--- src/rtl/shift_add_multiplier_if.sv ---
`default_nettype none
// ============================================================================
// Module      : shift_add_multiplier_if
// Description : Handshake and data bundle between a requester and the
//               sequential shift-and-add multiplier.
// Revision    : 1.0  initial release
// ============================================================================
interface shift_add_multiplier_if #(
    parameter int WIDTH = 8
);
    logic                   start;
    logic [WIDTH-1:0]       a;
    logic [WIDTH-1:0]       b;
    logic                   busy;
    logic                   done;
    logic [2*WIDTH-1:0]     product;
    logic                   res_clr;
    logic                   res_ld;

    // Requester side: issues operands, observes status and result.
    modport master (
        output start, a, b,
        input  busy, done, product, res_clr, res_ld
    );

    // Multiplier side.
    modport slave (
        input  start, a, b,
        output busy, done, product, res_clr, res_ld
    );
endinterface
`default_nettype wire

--- src/rtl/shift_add_multiplier.sv ---
`default_nettype none
// ============================================================================
// Module      : shift_add_multiplier
// Description : Unsigned sequential shift-and-add multiplier. One CLEAR cycle,
//               WIDTH CALC cycles, one DONE cycle; drives the clear/load
//               strobes of the downstream result register.
// Revision    : 1.0  initial release
// ============================================================================
module shift_add_multiplier #(
    parameter int WIDTH = 8
) (
    input  wire logic               clk,
    input  wire logic               reset,
    shift_add_multiplier_if.slave   mul_if
);

    localparam int PW    = 2 * WIDTH;
    localparam int CNT_W = $clog2(WIDTH);

    localparam logic [1:0] S_IDLE  = 2'd0;
    localparam logic [1:0] S_CLEAR = 2'd1;
    localparam logic [1:0] S_CALC  = 2'd2;
    localparam logic [1:0] S_DONE  = 2'd3;

    // Counter value held during the final CALC cycle.
    localparam logic [CNT_W-1:0] LAST_CNT = CNT_W'(WIDTH - 1);

    logic [1:0]       state_q,  state_d;
    logic [CNT_W-1:0] cnt_q,    cnt_d;
    logic [PW-1:0]    mcand_q,  mcand_d;
    logic [WIDTH-1:0] mplier_q, mplier_d;
    logic [PW-1:0]    acc_q,    acc_d;

    logic             busy;
    logic             done;
    logic             res_clr;
    logic             res_ld;

    // State register; reset aborts any operation immediately.
    always_ff @(posedge clk or posedge reset) begin
        if (reset) begin
            state_q <= S_IDLE;
        end else begin
            state_q <= state_d;
        end
    end

    // Next-state logic; start is only looked at in IDLE.
    always_comb begin
        state_d = state_q;
        case (state_q)
            S_IDLE:  if (mul_if.start) state_d = S_CLEAR;
            S_CLEAR: state_d = S_CALC;
            S_CALC:  if (cnt_q == LAST_CNT) state_d = S_DONE;
            S_DONE:  state_d = S_IDLE;
            default: state_d = S_IDLE;
        endcase
    end

    // Datapath next values: capture on accept, then one add/shift per CALC cycle.
    always_comb begin
        cnt_d    = cnt_q;
        mcand_d  = mcand_q;
        mplier_d = mplier_q;
        acc_d    = acc_q;
        case (state_q)
            S_IDLE: begin
                if (mul_if.start) begin
                    mcand_d  = {{WIDTH{1'b0}}, mul_if.a};
                    mplier_d = mul_if.b;
                    acc_d    = '0;
                    cnt_d    = '0;
                end
            end
            S_CLEAR: begin
                cnt_d = '0;
            end
            S_CALC: begin
                // Product of two WIDTH-bit values always fits in PW bits.
                if (mplier_q[0]) begin
                    acc_d = acc_q + mcand_q;
                end
                mcand_d  = mcand_q << 1;
                mplier_d = mplier_q >> 1;
                cnt_d    = cnt_q + CNT_W'(1);
            end
            S_DONE: begin
                cnt_d = '0;
            end
            default: begin
                cnt_d = '0;
            end
        endcase
    end

    // Datapath registers; the accumulator doubles as the product output.
    always_ff @(posedge clk or posedge reset) begin
        if (reset) begin
            cnt_q    <= '0;
            mcand_q  <= '0;
            mplier_q <= '0;
            acc_q    <= '0;
        end else begin
            cnt_q    <= cnt_d;
            mcand_q  <= mcand_d;
            mplier_q <= mplier_d;
            acc_q    <= acc_d;
        end
    end

    // Status strobes decoded from the state register only (no input path).
    always_comb begin
        busy    = (state_q != S_IDLE);
        res_clr = (state_q == S_CLEAR);
        done    = (state_q == S_DONE);
        res_ld  = (state_q == S_DONE);
    end

    assign mul_if.busy    = busy;
    assign mul_if.done    = done;
    assign mul_if.res_clr = res_clr;
    assign mul_if.res_ld  = res_ld;
    assign mul_if.product = acc_q;

endmodule
`default_nettype wire

--- src/flat_wrapper.sv ---
// flat-port wrapper written by rule: the top's interface ports become plain ports
module shift_add_multiplier_flat 
#(
    parameter int WIDTH = 8
)
  (clk, reset, mul_if_start, mul_if_a, mul_if_b, mul_if_busy, mul_if_done, mul_if_product, mul_if_res_clr, mul_if_res_ld);
  shift_add_multiplier_if #(.WIDTH(WIDTH)) mul_if_i ();
  input  wire logic clk;
  input  wire logic reset;
  input wire logic [$bits(mul_if_i.start)-1:0] mul_if_start;
  input wire logic [$bits(mul_if_i.a)-1:0] mul_if_a;
  input wire logic [$bits(mul_if_i.b)-1:0] mul_if_b;
  output wire logic [$bits(mul_if_i.busy)-1:0] mul_if_busy;
  output wire logic [$bits(mul_if_i.done)-1:0] mul_if_done;
  output wire logic [$bits(mul_if_i.product)-1:0] mul_if_product;
  output wire logic [$bits(mul_if_i.res_clr)-1:0] mul_if_res_clr;
  output wire logic [$bits(mul_if_i.res_ld)-1:0] mul_if_res_ld;
  assign mul_if_i.start = mul_if_start;
  assign mul_if_i.a = mul_if_a;
  assign mul_if_i.b = mul_if_b;
  assign mul_if_busy = mul_if_i.busy;
  assign mul_if_done = mul_if_i.done;
  assign mul_if_product = mul_if_i.product;
  assign mul_if_res_clr = mul_if_i.res_clr;
  assign mul_if_res_ld = mul_if_i.res_ld;
  shift_add_multiplier #(.WIDTH(WIDTH)) u_core (.clk(clk), .reset(reset), .mul_if(mul_if_i));
endmodule
--- config.mk ---
export PLATFORM = sky130hd
export DESIGN_NAME = shift_add_multiplier_flat
export DESIGN_NICKNAME = d
export VERILOG_FILES = /design/src/rtl/shift_add_multiplier_if.sv /design/src/rtl/shift_add_multiplier.sv /design/src/flat_wrapper.sv
export SDC_FILE = /design/constraint.sdc
export NUM_CORES = 1
export LEC_CHECK = 0
export ABC_AREA = 1
export BUFFER_PORTS_ARGS = -buffer_cell sky130_fd_sc_hd__buf_2
export CORE_ASPECT_RATIO = 0.5
export CORE_MARGIN = 2
export CORE_UTILIZATION = 40
export CTS_BUF_LIST = sky130_fd_sc_hd__clkbuf_4 sky130_fd_sc_hd__clkbuf_8 sky130_fd_sc_hd__clkbuf_16
export DETAILED_ROUTE_END_ITERATION = 12
export PLACE_DENSITY_LB_ADDON = 0.12
export REMOVE_ABC_BUFFERS = 1
export SYNTH_ARGS = -nofsm -noshare
export SYNTH_HDL_FRONTEND = slang
export SYNTH_SLANG_ARGS = --single-unit
--- constraint.sdc ---
create_clock -name clk -period 2.1 [get_ports clk]
set_input_delay 0.42 -clock clk [delete_from_list [all_inputs] [get_ports clk]]
set_output_delay 0.42 -clock clk [all_outputs]
set_load 0.05 [all_outputs]
==> run metrics <==
clock share of power 16.3%; slew margin rel. 62.0%; Synth area leaders dfrtp_1, nand2_1, ha_1, inv_1, nand3_1; die extent in y 63.6 um; WL per Instance 13.0 um; Starting Density 41.9%; unrepaired setup endpoints after global routing no; layout cells sized above 1 14.7%; total gr overflow 0; CTS tree yes; Post-Route WL 6840 um; Root Driver clkbuf_16; CP Buf/Inv Count 4; I/O Buffers 38; crit path kind reg -> reg; Gate power share 57.3%; Netlist cell types 29; Vias 2530; average cell area after synthesis 7.30 um^2; synth-to-layout area growth 17.9%; sequential fraction of design power 26.4%; core area 6780 um^2; die width 123 um; Top cell by count, worst path inv_2; Startpoint Class flop; Internal 2920 uW; clk_lat worst skew 0.29 ns; peak supply drop 1310 uV; Iter 0 DRT Violations 135; Sw Share 50.0%; vias per cell 4.81; post-layout min period 1.88 ns; Seq/Total Area, Yosys 39.6%; synth warn 0; synthesized netlist cell count 389; Worst-path clk slew 0.06 ns; largest net degree at the start of global routing 27; final cycle utilization of the critical path 89.3%; first-pass GRT wire length 11200 um; CTS Buf Count 5; fmax 533 MHz; crit-path max FO 27; ant diodes 0; GRT Total Usage 18.5%; Crit path max-delay family simple AND/OR/NAND/NOR gates; Remaining DRCs 0; DR pass1 iterations 4; full die area 7830 um^2; Pins Over Slew Limit 0; leakage 0.00187 uW; Cells after DPL 517; area fraction of the dominant cell type after synthesis 39.6%; Seq cells post-synth 45; Worst Max-Slew Pin Slew 0.569 ns; status completed; switching power total 2910 uW; htree depth 2; vias in the first global route 2409; # rows 21; Max Cap Viol 0; Setup Viol. Count Final 0; Hold Buf Count CTS 0; Post-Syn Area 2840 um^2; crit path DAT 2.05 ns; critical path, cell by cell inv_1, ha_1, inv_2, nor2_4, inv_2, nand2_2, nand2_8, buf_4, nor2_1, a31oi_1; Worst EP required 2.27 ns; Clock Tree Buf Depth 2; post-DP HPWL 5020 um; Yosys top cell by area dfrtp_1; initial antenna violation count 0; power per cell area 1740 nW/um^2; GP Congestion 0.820; fin cells 526; CP max-delay cell dfrtp_1; CTS sink cnt 45; fin nets 475; critical path endpoint category flop; setup TNS 0 ns; Slowest Stage Delay on Critical Path 0.40 ns; Ports 39; total power 5830 uW; Final ANT Viol Nets 0; Min-Delay Path Class in -> async; clk_skew 0.00479 ns; final hold violations 0; Post-CTS Setup Bufs 0
-- Yosys cell counts (all sizes together) --
cell / n
inv: 58
ha: 22
dfrtp: 45
nor3: 4
nor2: 27
and2: 1
fa: 1
a22o: 1
or2: 2
buf: 7
o21ai: 20
nand4: 1
a31oi: 10
a21oi: 14
nand3b: 3
o211ai: 4
xor2: 2
o22ai: 6
clkbuf: 3
nand3: 21
nand2: 137
-- metal layers --
metal	share of wire (%)	global-route usage [%]	up-vias
met1	52	25.5	1144
li1	-	-	1328
met2	43	29.1	48
met4	1.2	4.40	0
met3	4.4	4.53	10
met5	0	0	-
-- kinds of logic after synthesis --
logic type,after synthesis,share of synthesized area (%)
simple gates,196,28.4
buf+inv,68,9.69
compound gates,55,11.3
flops,45,39.6
fa+ha+maj,23,10.4
xor+xnor,2,0.617
-- layout make-up --
cell class / instances / area [um^2]
timing repair buffer: 46 / 250
fill: 684 / 3430
inverter: 58 / 218
clock buffer: 7 / 146
clock inverter: 1 / 30.0
multi-input combinational: 277 / 1460
tap: 92 / 115
sequential: 45 / 1130
-- cell usage in the layout, fill, tap and decap left out --
master / instances
nor2_1: 26
inv_2: 3
xor2_1: 2
bufinv_16: 1
nand2_2: 1
nand3_1: 21
nand2_8: 1
nor3_1: 4
o211ai_1: 4
a31oi_1: 10
nand2_1: 135
and2_1: 1
o21ai_1: 2
clkbuf_16: 5
nand3b_1: 3
nand4_1: 1
buf_4: 8
a21oi_1: 14
o21ai_0: 17
clkbuf_8: 1
o21ai_4: 2
or2_2: 2
dfrtp_1: 45
fa_1: 1
a22o_1: 1
ha_1: 22
o22ai_1: 6
nor2_4: 1
buf_2: 38
clkbuf_4: 1
inv_1: 55
-- sequential cells by signal, indices dropped and copies added (netlist names) --
register / count
u_core.state_q: 2
u_core.mcand_q: 16
u_core.mul_if.product: 16
u_core.cnt_q: 3
u_core.mplier_q: 8
-- timing repair --
item	4_1_cts	5_1_grt
setup endpoints to repair	0	11
hold endpoints to repair	0	0
resized for setup	0	2
-- power by group through the flow --
stage	Clock (uW)	Sequential (uW)	Combinational (uW)
3_3_place_gp	0	1540	3210
4_1_cts	967	1530	3280
3_5_place_dp	0	1540	3260
5_1_grt	1010	1590	3760
6_report	950	1540	3340
2_1_floorplan	0	1810	2130
-- final timing paths --
path	startpoint	end	slack (ns)	cells after the start
hold / removal	reset	u_core.mcand_q[8]	0.18	2
setup / recovery	u_core.state_q[0]	u_core.mcand_q[2]	0.22	10
hold reg to reg	u_core.cnt_q[2]	u_core.cnt_q[2]	0.50	2
setup reg to reg	u_core.state_q[0]	u_core.mcand_q[2]	0.22	10
max in group asynchronous	reset	u_core.mul_if.product[13]	1.35	3
min in group clk	mul_if_b[1]	u_core.mplier_q[1]	0.38	3
-- through the flow --
step	util (%)	cell area (um^2)	worst slack [ns]	hold slack, ns
after floorplan	-	2780	-0.121	0.457
after global placement	46.4	3150	0.265	0.491
after detailed placement	46.4	3150	0.183	0.480
after CTS	49.0	3320	0.161	0.212
after global routing	49.4	3350	0.0458	0.246
final	49.4	3350	0.224	0.177
No activity file was read; power rests on OpenSTA's default activity.
